## src/rtl/vram_fill_arbiter.sv

```systemverilog
// Arbitrates the character video RAM write port between CPU stores and the fill engine.
// The CPU has priority; the fill engine is guaranteed one slot per STARVE_LIMIT+1 cycles.
module vram_fill_arbiter #(
    parameter int ADDR_W       = 11,
    parameter int DATA_W       = 8,
    parameter int VRAM_DEPTH   = 2000,
    parameter int STARVE_LIMIT = 4
) (
    input  logic              CLK_CPU,
    input  logic              reset,
    input  logic              cpu_we,
    input  logic [ADDR_W-1:0] cpu_addr,
    input  logic [DATA_W-1:0] cpu_data,
    output logic              cpu_stall,
    input  logic              fill_start,
    input  logic [ADDR_W-1:0] fill_base,
    input  logic [11:0]       fill_len,
    input  logic [DATA_W-1:0] fill_byte,
    output logic              fill_busy,
    output logic              fill_done,
    output logic              video_write_enable,
    output logic [ADDR_W-1:0] video_write_addr,
    output logic [DATA_W-1:0] video_write_data
);

    typedef enum logic [0:0] {
        IDLE = 1'b0,
        FILL = 1'b1
    } state_t;

    localparam logic [11:0]       DEPTH_LEN  = 12'(VRAM_DEPTH);
    localparam logic [ADDR_W-1:0] DEPTH_ADDR = ADDR_W'(VRAM_DEPTH);
    localparam logic [ADDR_W-1:0] LAST_ADDR  = ADDR_W'(VRAM_DEPTH - 1);
    localparam logic [2:0]        LIMIT      = 3'(STARVE_LIMIT);

    state_t            state_r;
    logic [ADDR_W-1:0] f_addr_r;
    logic [11:0]       f_rem_r;
    logic [DATA_W-1:0] f_byte_r;
    logic [2:0]        starve_cnt_r;
    logic              cpu_grant_s;
    logic              fill_grant_s;

    // Per-cycle grant decision: CPU wins unless the fill engine has waited LIMIT slots.
    always_comb begin
        cpu_grant_s  = 1'b0;
        fill_grant_s = 1'b0;
        case (state_r)
            IDLE: begin
                cpu_grant_s = cpu_we;
            end
            FILL: begin
                if (cpu_we && (starve_cnt_r < LIMIT)) begin
                    cpu_grant_s = 1'b1;
                end else begin
                    fill_grant_s = 1'b1;
                end
            end
            default: begin
                cpu_grant_s  = 1'b0;
                fill_grant_s = 1'b0;
            end
        endcase
    end

    assign cpu_stall = (state_r == FILL) && cpu_we && !cpu_grant_s;
    assign fill_busy = (state_r == FILL);

    // Fill FSM, fill registers and the registered write port toward the display engine.
    always_ff @(posedge CLK_CPU or posedge reset) begin
        if (reset) begin
            state_r            <= IDLE;
            f_addr_r           <= '0;
            f_rem_r            <= 12'd0;
            f_byte_r           <= '0;
            starve_cnt_r       <= 3'd0;
            fill_done          <= 1'b0;
            video_write_enable <= 1'b0;
            video_write_addr   <= '0;
            video_write_data   <= '0;
        end else begin
            video_write_enable <= cpu_grant_s | fill_grant_s;
            fill_done          <= 1'b0;
            if (cpu_grant_s) begin
                video_write_addr <= cpu_addr;
                video_write_data <= cpu_data;
            end else if (fill_grant_s) begin
                video_write_addr <= f_addr_r;
                video_write_data <= f_byte_r;
            end

            case (state_r)
                IDLE: begin
                    if (fill_start) begin
                        if (fill_len == 12'd0) begin
                            fill_done <= 1'b1;
                        end else begin
                            f_addr_r     <= (fill_base >= DEPTH_ADDR) ? '0 : fill_base;
                            f_rem_r      <= (fill_len > DEPTH_LEN) ? DEPTH_LEN : fill_len;
                            f_byte_r     <= fill_byte;
                            starve_cnt_r <= 3'd0;
                            state_r      <= FILL;
                        end
                    end
                end
                FILL: begin
                    if (fill_grant_s) begin
                        starve_cnt_r <= 3'd0;
                        f_addr_r     <= (f_addr_r == LAST_ADDR) ? '0 : f_addr_r + 1'b1;
                        f_rem_r      <= f_rem_r - 12'd1;
                        // Last cell: done lines up with the write leaving the output register.
                        if (f_rem_r == 12'd1) begin
                            fill_done <= 1'b1;
                            state_r   <= IDLE;
                        end
                    end else begin
                        starve_cnt_r <= starve_cnt_r + 3'd1;
                    end
                end
                default: begin
                    state_r <= IDLE;
                end
            endcase
        end
    end

endmodule

```

## config.mk

```make
export PLATFORM = sky130hd
export DESIGN_NAME = vram_fill_arbiter
export DESIGN_NICKNAME = d
export VERILOG_FILES = /design/src/rtl/vram_fill_arbiter.sv
export SDC_FILE = /design/constraint.sdc
export NUM_CORES = 1
export LEC_CHECK = 0
export CAP_MARGIN = 20
export CORE_UTILIZATION = 40
export DETAILED_ROUTE_END_ITERATION = 8
export PLACE_DENSITY = 0.68
export SYNTH_ARGS = -nofsm -noshare
export SYNTH_HDL_FRONTEND = slang
export SYNTH_SLANG_ARGS = --single-unit
export TNS_END_PERCENT = 50
```

## constraint.sdc

```tcl
create_clock -name CLK_CPU -period 4.35 [get_ports CLK_CPU]
set_clock_uncertainty 0.2 [all_clocks]
set_input_delay 0.87 -clock CLK_CPU [delete_from_list [all_inputs] [get_ports CLK_CPU]]
set_output_delay 0.87 -clock CLK_CPU [all_outputs]
set_load 0.01 [all_outputs]
```

# Word level (Yosys, flattened, before mapping)

Index checks and enable logic that the tools add are counted.

Add/sub/neg operators: 3
$mul: 0
Div/mod/pow operators: 0
Magnitude comparators: 3
Eq/ne operators: 5
Shift-type cells: 0
Multiplexer cells: 33
Bitwise operators: 3
Reduce and logical (&&, ||, !) cells: 9

Operator list:

| operator                                               | number |
|---|---|
| two-way mux 11 bit                                     | 7 |
| two-way mux 12 bit                                     | 4 |
| case mux 12 bit (2 select lines)                       | 1 |
| case mux 11 bit (2 select lines)                       | 1 |
| two-way mux 8 bit                                      | 2 |
| == test 12 x 1 -> 1 bit (second input constant)        | 1 |
| > comparator 12 x 11 -> 1 bit (second input constant)  | 1 |
| logical NOT 12 bit                                     | 1 |
| subtractor 12 x 1 -> 12 bit (second input constant)    | 1 |
| adder 11 x 1 -> 11 bit (second input constant)         | 1 |
| == test 11 bit (second input constant)                 | 1 |
| >= comparator 11 bit (second input constant)           | 1 |
| two-way mux 1 bit                                      | 11 |
| two-way mux 3 bit                                      | 3 |
| case mux 1 bit (2 select lines)                        | 3 |
| case mux 3 bit (2 select lines)                        | 1 |
| AND reduction 3 bit                                    | 2 |
| inequality test 2 bit (second input constant)          | 2 |
| adder 3 x 1 -> 3 bit (second input constant)           | 1 |
| logical AND 1 bit                                      | 3 |
| less-than comparator 3 bit (second input constant)     | 1 |
| inequality test 2 x 1 -> 1 bit (second input constant) | 1 |
| inverter 1 bit                                         | 2 |
| AND reduction 2 bit                                    | 1 |
| other kinds (3)                                        | 3 |

Register bits after elaboration: 56
Bits in latches: 0
Memory bits (writable): 0
ROM bits: 0
Output and inout port bits: 23
Logic and storage cells: 65
Memories: 0

# Logic depth before layout (Yosys ltp)

Depth after elaboration: 6
Depth in mapped cells: 8
Mapped depth without buffers: 7

# Worst setup path before layout

No wires, ideal clock.

Kind: in2reg
Start point: in fill_len[10]
End point: reg f_byte_r[0]
Setup time: 0.125 ns
Arrival time: 2.002 ns
Data required time: 4.025 ns
Path slack: 2.023 ns
Stages on the path: 5
Path buffers: 1
Cells stage by stage: nor4_1 nand3_1 o21bai_1 buf_2 mux2_2

Cells in the longest elaborated chain, start to end: 3

Ends and longest elaborated chain:

| element                              | RTL line | text |
|---|---|---|
| start: declaration                   | 17       | `input logic [11:0] fill_len,` |
| logical NOT 12 bit                   | 95       | `if (fill_len == 12'd0) begin` |
| inverter 1 bit (no source line)      | -        |  |
| AND reduction 3 bit (no source line) | -        |  |
| end signal: assignment               | 100      | `f_byte_r <= fill_byte;` |
| end: declaration                     | 39       | `logic [DATA_W-1:0] f_byte_r;` |

Every way passes these cells.
A chain may end at the register's enable or synchronous reset.

# Worst setup path in the final report

Start point: in cpu_we
End point: out cpu_stall

Cells in the longest elaborated chain, start to end: 5

Ends and longest elaborated chain:

| element                         | RTL line | text |
|---|---|---|
| start: declaration              | 11       | `input logic cpu_we,` |
| logical AND 1 bit               | 53       | `if (cpu_we && (starve_cnt_r < LIMIT)) begin` |
| two-way mux 1 bit               | 53       |  |
| case mux 1 bit (2 select lines) | 48       | `case (state_r)` |
| logical NOT 1 bit               | 66       | `assign cpu_stall = (state_r == FILL) && cpu_we && !cpu_grant_s;` |
| logical AND 1 bit (*)           | 66       |  |
| end: declaration                | 14       | `output logic cpu_stall,` |

Mark *: on every way between the ends. The rest lies on a longest branch, timed or not.

==> results.yml <==
synth:
  synth_nets: 376
  netlist-cell-type-count: 59
  synth_area_leaders: "dfrtp_1 47%, nor2_1 5.3%, nand2_1 4.4%"
  yosys_warnings: 0
  synth_top_cells_by_count: "56 x dfrtp_1, 42 x nor2_1, 35 x nand2_1"
  yosysMostFrequentCell: "dfrtp_1"
  syn-cell-area_mm2: 0.00296
  synth_top_area_share_pct: 47.3
  async_flop_share_pct: 100
  synthFlopType: "dfrtp_1"
  netlist_instances: 318
  synth_largest_area_cell: "dfrtp_1"
  synth_edf_count: 0
  synth-seq-cells: 56
  avgSynthCellArea_um2: 9.31
  synth_seq_area_share_pct: 47.3
cells_and_area:
  multiInputGateArea_mm2: 0.00144
  fill_cells: 676
  drive_gt1_share_pct: 7.95
  final_core_util_pct: 54.4
  syn_to_final_growth_pct: 32.5
  diodes: 0
  finish.net_count: 447
  ff_latch_area_mm2: 0.00140
power_and_ir_drop:
  p_switching_w: 0.000459
  clockPowerShare_pct: 24.3
  intPower_w: 0.00102
  p_comb_share_pct: 25.1
  p_seq_share_pct: 50.6
  switching_share_pct: 30.9
  p_leak_nw: 1.63
  power.density_mw_per_mm2: 378
  power.total_w: 0.00148
  irDropWorstVdd_uv: 162
clocking:
  cts_tree: "yes"
  cts_buffer_depth: 2
  cts_buffers: 5
  postCtsSetupRepairBufs: 0
  clkLatencyLatePin_ns: 0.31
  clkSinkCount: 56
  cts.reportedPaths.clkPinSlew_ns: 0.10
  cts.htree.levels: 2
  hold_buffers: 0
  cts_resized: 0
  cts_root_buffer: "clkbuf_8"
global_routing:
  grtUsageTotal_pct: 20.5
  grt_pass1_vias: 2514
  grt_max_degree: 36
  grt_pass1_wl_um: 12200
  antenna_found_initial: 0
  globalRouteOverflowTotal: 0
place:
  hpwl_um: 5510
  io_buffer_count: 76
  gp_congestion: 0.878
route:
  postRouteWirelength_um: 7500
  routed_via_density: 5.48
  wl_per_cell_um: 15.3
  vias: 2679
  drcViolationCount: 0
  dr.pass1.iters: 4
  drt_iter0_drc: 171
  antenna_left: 0
worst_setup_path:
  max_stage_delay_ns: 0.55
  cpMostUsedCell: "clkdlybuf4s50_1"
  path_max_fanout: 5
  startpoint_type: "primary input"
  cp.arrival_ns: 2.14
  end_kind: "primary output"
  crit_type: "in -> out"
  worstPathCellList: "clkdlybuf4s50_1 > and3_1 > clkdlybuf4s50_1"
  critPathSlowestCell: "clkdlybuf4s50_1"
  required_ns: 3.28
sta:
  period_share_pct: 73.7
  worst_slew_pin_slew_ns: 0.721
  clock.fmax_ghz: 0.312
  drv_slew: 0
  rsz0062_at_grt: "no"
  setup_viol: 0
  max-slew-margin-rel_pct: 51.8
  fin_crit_ns: 3.21
  setup_tns_ns: 0
  hold_violations: 0
floorplan:
  fp.dieArea_mm2: 0.00775
  num_rows: 31
  initial_utilization_pct: 41.1
  io_pins: 77
  die_y_um: 88.0
  core_area_mm2: 0.00721
  die_w_um: 88.0
job:
  drv_cap: 0
hold_path:
  hold_path_class: "reg -> reg"
outcome:
  outcome: "complete, no violations"
==> state kept, by name (all words and copies together), names as in the netlist <==
register,cells
f_rem_r,12
f_addr_r,11
video_write_addr,11
f_byte_r,8
video_write_data,8
starve_cnt_r,3
fill_busy,1
fill_done,1
video_write_enable,1
==> power by group through the flow <==
stage | registers, W | clock network (W) | logic (W)
floorplan | 0.000720 | 0 | 0.000238
global placement | 0.000758 | 0 | 0.000366
detailed placement | 0.000761 | 0 | 0.000374
CTS | 0.000751 | 0.000368 | 0.000375
global route | 0.000772 | 0.000389 | 0.000414
finish | 0.000752 | 0.000360 | 0.000372
==> final cells by class <==
type | count | share of cell area, %
clock buffers | 6 | 2.10
flip-flops and latches | 56 | 35.7
inverters | 12 | 1.15
well taps | 99 | 3.16
clock inverters | 2 | 0.988
repair buffers | 80 | 20.1
multi-input cells | 234 | 36.8
==> per-stage QoR <==
| stage | std cells | hold WS [ns] | setup slack, ns | cell area (µm²) |
|---|---|---|---|---|
| 2_1_floorplan | 318 | 0.256 | 1.91 | 2960 |
| 6_report | 489 | 0.311 | 1.14 | 3930 |
| 5_1_grt | 489 | 0.330 | 1.09 | 3930 |
| 3_3_place_gp | 480 | 0.269 | 0.911 | 3800 |
| 4_1_cts | 488 | 0.315 | 1.13 | 3920 |
| 3_5_place_dp | 480 | 0.293 | 0.860 | 3800 |
==> worst max-delay path, delay by kind of cell <==
family,cells,cell delay (ns)
simple gates,1,0.18
buf+inv,2,1.08
==> path summary, 6_finish.rpt <==
path	cells after the start	startpoint	endpoint	slack (ns)
max	3	cpu_we	cpu_stall	1.14
min	2	f_byte_r[2]	video_write_data[2]	0.31
max reg2reg	6	fill_busy	f_addr_r[10]	1.86
min reg2reg	2	f_byte_r[2]	video_write_data[2]	0.31
max in group asynchronous	3	reset	f_byte_r[5]	2.38
min in group asynchronous	2	reset	fill_done	0.79
==> kinds of logic after synthesis <==
kind of cell    after synthesis  share of synthesized area [%]
compound gates               88                           21.5
xor+xnor                      1                          0.296
fa+ha+maj                     4                           1.69
buf+inv                      28                           3.97
flops                        56                           47.3
mux                          10                           3.76
simple gates                131                           21.5
==> placed cells by master, fill, tap and decap left out, types with 6 or more instances in the layout <==
cell / n
a21oi_1: 10
a22o_1: 6
a22oi_1: 8
clkbuf_8: 6
clkdlybuf4s50_1: 76
dfrtp_1: 56
inv_1: 10
mux2_2: 9
nand2_1: 35
nand2b_1: 6
nand3_1: 9
nor2_1: 42
nor3_1: 8
o21ai_0: 18
o22ai_1: 13
==> layer usage <==
layer	share of wire, %	vias up	wire (µm)	GRT usage (%)
met4	1.7	0	126	6.60
met3	4.0	10	301	2.36
li1	-	1312	-	-
met5	0	-	0	0
met2	49	67	3660	34.2
met1	46	1290	3410	28.1
(Power assumes the default switching activity.)
==> patch 1 (config.mk and constraints unchanged) <==
Set the parameter `DATA_W` to 9 (it was 8).
--- a/src/rtl/vram_fill_arbiter.sv
+++ b/src/rtl/vram_fill_arbiter.sv
@@ -2,7 +2,7 @@
 // The CPU has priority; the fill engine is guaranteed one slot per STARVE_LIMIT+1 cycles.
 module vram_fill_arbiter #(
     parameter int ADDR_W       = 11,
-    parameter int DATA_W       = 8,
+    parameter int DATA_W       = 9,
     parameter int VRAM_DEPTH   = 2000,
     parameter int STARVE_LIMIT = 4
 ) (
Ports: changed (resized cpu_data, fill_byte and video_write_data); port bits go from 77 to 80. No check against the original RTL was run, so the function may have changed too.
==> patch 1 against the unedited design <==
Total power rose by 16%. Routed wire length grew 4.6%. Global-route usage rose by 0.71 points. Sequential cell count increased by 2. Setup slack got worse by 120 ps. Synthesized area grew 0.93%. Via count increased by 3.7%. Final cell count increased by 3.9%. First-iteration DRC count increased by 0.58%. Maximum frequency decreased by 3.6%. Design area is 4.6% higher. Highest routed layer unchanged.
==> patch 1: results (changes against the unedited design) <==
Outcome
  – Status: finished, final reports clean (unchanged)

Worst hold path
  – Hold path depth: 2 (unchanged)

Drt
  – Iter 0 DRT Violations: 172 (was 171)
  – Met1 wire length: 3550 um (was 3410 um)
  – WL met3: 479 um (was 301 um)
  – Vias/cell: 5.47 (was 5.48)
  – Drt wl/cell: 15.4 um (was 15.3 um)
  – Met2 wire len: 3710 um (was 3660 um)

Global routing
  – Grt met1 use: 28.5% (was 28.1%)
  – Largest net degree at the start of global routing: 32 (was 36)
  – Vias in the first global route: 2,608 (was 2,514)
  – Met2 GRT Util: 32.7% (was 34.2%)
  – M3 GR Usage: 6.62% (was 2.36%)
  – First-pass GRT wire length: 12,400 um (was 12,200 um)

Clock network
  – Worst-path clk slew: 70 ps (was 100 ps)
  – CTS root buffer: clkbuf_8 (unchanged)
  – TritonCTS Buffers: 9 (was 5)

Synthesis
  – Post-synth top area share: 48.6% (was 47.3%)
  – Register area share after synthesis: 48.6% (was 47.3%)
  – Synth area leaders: dfrtp_1, nor2_1, nand2_1 (unchanged)
  – Top post-synthesis cells by count: dfrtp_1, nor2_1, nand2_1 (unchanged)
  – Synth cell types: 52 (was 59)
  – Syn nets: 384 (was 376)

Cells and area
  – FILL cells: 680 (was 676)
  – Layout Nets: 464 (was 447)
  – Fraction of layout cells with a size suffix above 1: 9.78% (was 7.95%)

Critical path
  – Worst Path Arrival: 2260 ps (was 2140 ps)
  – Crit path max fanout: 4 (was 5)
  – Cells on worst reg2reg path: 5 (was 6)

Power
  – Worst VDD drop: 0.245 mV (was 0.162 mV)

STA
  – Slew headroom: 41.5% (was 51.8%)

Placement
  – Hpwl dp: 5620 um (was 5510 um)
  – Placer Congestion: 0.838 (was 0.878)
[patch 1: area by class of cell]
type                            count  area, um^2  share of cell area (%)
Multi-Input combinational cell    237        1430                    34.8
Sequential cell                    58        1450                    35.4
Timing Repair Buffer               83         821                    20.0
Tap cell                           99         124                    3.02
Clock buffer                       13         179                    4.36
Clock inverter                      3        45.0                    1.10
Inverter                           15        56.3                    1.37
[patch 1: tightest hold or removal path: stages (launching register included)]
cell and delay (ps):
dfrtp_1 340, a22oi_1 70, nand2_1 60
[patch 1: per-stage QoR]
step | utilization, % | instance area (um^2) | power (mW) | setup slack, ps | instances
4_1_cts | 56.6 | 4100 | 1.73 | 1020 | 508
5_1_grt | 56.6 | 4100 | 1.83 | 929 | 508
2_1_floorplan | - | 2990 | 0.990 | 1600 | 324
3_3_place_gp | 53.5 | 3880 | 1.17 | 1030 | 492
6_report | 56.6 | 4100 | 1.71 | 1020 | 508
3_5_place_dp | 53.5 | 3880 | 1.18 | 1030 | 492
[patch 1: cells by family after synthesis]
| logic type | count (synthesis) | synth area share, % |
|---|---|---|
| flip-flops | 58 | 48.6 |
| buffers and inverters | 29 | 3.68 |
| AO/OA/AOI/OAI | 88 | 20.6 |
| multiplexers | 12 | 4.44 |
| adder cells (fa/ha/maj) | 4 | 1.67 |
| XOR/XNOR | 1 | 0.293 |
| AND/OR/NAND/NOR | 132 | 20.7 |
[patch 1: worst paths after layout]
kind,startpoint,endpoint,slack (ps)
max,cpu_we,cpu_stall,1020
min,f_byte_r[4],video_write_data[4],280
max reg2reg,fill_busy,f_rem_r[11],1670
min reg2reg,f_byte_r[4],video_write_data[4],280
max in group asynchronous,reset,f_addr_r[1],2380
min in group asynchronous,reset,video_write_data[4],740
[patch 1: where the power goes]
part	internal, mW	switching, mW
sequential	0.647	0.112
combinational	0.222	0.192
clock	0.327	0.215
==> patch 2 (same flow settings) <==
Made on the original files. Make the reset (`reset`) synchronous in one clocked block.
--- a/src/rtl/vram_fill_arbiter.sv
+++ b/src/rtl/vram_fill_arbiter.sv
@@ -67,7 +67,7 @@
     assign fill_busy = (state_r == FILL);
 
     // Fill FSM, fill registers and the registered write port toward the display engine.
-    always_ff @(posedge CLK_CPU or posedge reset) begin
+    always_ff @(posedge CLK_CPU) begin
         if (reset) begin
             state_r            <= IDLE;
             f_addr_r           <= '0;
Function: differs if reset is asserted again (counterexample within 4 cycles, from zero or initial values and one cycle with reset high); with reset held inactive, the same outputs for 10 cycles.
==> patch 2 against the unedited design <==
Final cell count rose by 5.3%. Sequential cell count stayed put. Routed wire length up 7.2%. Synthesized area decreased by 5.3%. Global-route usage grew 2.0 points. Setup slack got worse by 100 ps. Total power down 18%. Design area is 4.9% lower. Critical path depth did not move. First-iteration DRC count down 18%. Sequential share of layout area shrank 5.7 points. Critical path type unchanged. Highest routed layer unchanged.
==> patch 2: results (changes against the unedited design) <==
Power
  – Leak: 1.36 nW (was 1.63 nW)
  – Worst VDD drop: 0.179 mV (was 0.162 mV)

Drt
  – Drt wl/cell: 15.6 um (was 15.3 um)
  – Pre-antenna DRT Iters: 4 (unchanged)
  – Iter 0 DRT Violations: 141 (was 171)
  – Via count: 2,890 (was 2,679)
  – Vias/cell: 5.61 (was 5.48)

Global routing
  – Tot GR Track Use: 22.5% (was 20.5%)
  – Vias in the first global route: 2,747 (was 2,514)
  – Largest net degree at the start of global routing: 37 (was 36)
  – Initial antenna violation count: 0 (unchanged)
  – First-pass GRT wire length: 13,100 um (was 12,200 um)

Synthesis
  – Synth cell types: 51 (was 59)
  – Mux cell area share after synthesis: 3.57% (was 3.76%)
  – Post-Syn Area per Cell: 8.01 um^2 (was 9.31 um^2)
  – Register area share after synthesis: 40.0% (was 47.3%)
  – Asr flop ratio synth: 0% (was 100%)
  – Synth Flop Type: dfxtp_1 (was dfrtp_1)
  – Synth area leaders: dfxtp_1, nor2_1, mux2i_1 (was dfrtp_1, nor2_1, nand2_1)
  – Compound-Gate Fraction of Synth Area: 21.9% (was 21.5%)
  – Syn. warnings: 0 (unchanged)
  – Adder-Cell Fraction of Synth Area: 1.78% (was 1.69%)
  – Top post-synthesis cells by count: nor2_1, dfxtp_1, nand2_1 (was dfrtp_1, nor2_1, nand2_1)
  – Syn nets: 408 (was 376)
  – Post-Synth XOR/XNOR Area: 0.937% (was 0.296%)

Cells and area
  – Layout Nets: 476 (was 447)
  – Cell area after layout: 3730 um^2 (was 3930 um^2)
  – ANT cells: 0 (unchanged)
  – Largest Register: f_rem_r (unchanged)
  – Fraction of layout cells with a size suffix above 1: 4.53% (was 7.95%)
  – FILL cells: 635 (was 676)
  – Largest regs: f_rem_r (12), f_addr_r (11), video_write_addr (11) (unchanged)

Placement
  – Dpl cell area: 3620 um^2 (was 3800 um^2)
  – Hpwl dp: 5740 um (was 5510 um)
  – Placer Congestion: 0.935 (was 0.878)
  – Port Buffers: 76 (unchanged)
  – DP Worst Slack: 871 ps (was 860 ps)
  – Cell count after placement: 507 (was 480)

Clock network
  – # resized after CTS: 0 (unchanged)
  – Post-CTS setup buffer count: 0 (unchanged)
  – H-tree depth: 2 (unchanged)
  – Clk_lat worst skew: 310 ps (about the same)
  – TritonCTS Buffers: 5 (unchanged)
  – Maximum clock insertion buffer count: 2 (unchanged)
  – CTS root buffer: clkbuf_8 (unchanged)
  – Worst-path clk slew: 90 ps

Critical path
  – Cells on worst reg2reg path: 6 (unchanged)
  – Crit path max fanout: 8 (was 5)
  – Worst Path Arrival: 2240 ps (was 2140 ps)

Worst hold path
  – Hold path depth: 2 (unchanged)
  – Hold Path Class: flip-flop to flip-flop (unchanged)

STA
  – Slew headroom: 36.6% (was 51.8%)

Outcome
  – Status: finished, final reports clean (unchanged)
-- patch 2: changes by cell type after synthesis, sizes merged, moves of 8 or more --
cell,unedited run,this run
a21oi,10,18
nor2,43,77
mux2i,1,10
dfrtp,56,0
nor4,4,15
o22ai,13,2
o21ai,19,8
mux2,9,0
o32ai,0,9
dfxtp,0,56
nand2,36,25
-- patch 2: critical path, cell delays in order --
cell and delay, ps:
clkdlybuf4s50_1 620, and3_1 210, clkdlybuf4s50_1 540
-- patch 2: kinds of logic after synthesis --
kind of cell | count (synthesis)
adders and majority gates | 4
muxes | 10
AOI/OAI and AO/OA | 83
buffers and inverters | 32
DFF | 56
xor gates and xnor gates | 3
and+or+nand+nor | 162
-- patch 2: final timing paths --
kind,from,endpoint,slack [ps]
max reg2reg,f_addr_r[0],f_addr_r[0],1950
max,cpu_we,cpu_stall,1040
min reg2reg,f_rem_r[10],f_rem_r[10],300
min,f_rem_r[10],f_rem_r[10],300
-- patch 2: routing by layer --
metal  wire [um]  global-route usage (%)  part of all wire (%)
met4         104                    7.27                   1.3
met5           0                       0                     0
met1        3660                    30.1                    46
met2        3850                    37.2                    48
met3         428                    3.75                   5.3
-- patch 2: cell type report --
cell class                      count  area share (%)
Multi-Input combinational cell    262            41.4
Sequential cell                    56            30.0
Timing Repair Buffer               81            21.3
Tap cell                           96            3.22
Clock buffer                        6            1.94
Inverter                           12            1.21
Clock inverter                      2           0.939
-- patch 2: where the power goes --
part	total, mW	leakage [nW]	internal (mW)	switching, mW
registers	0.585	0.462	0.553	0.0321
logic	0.287	0.844	0.140	0.147
clock network	0.340	0.0552	0.171	0.168
total	1.21	1.36	0.865	0.347
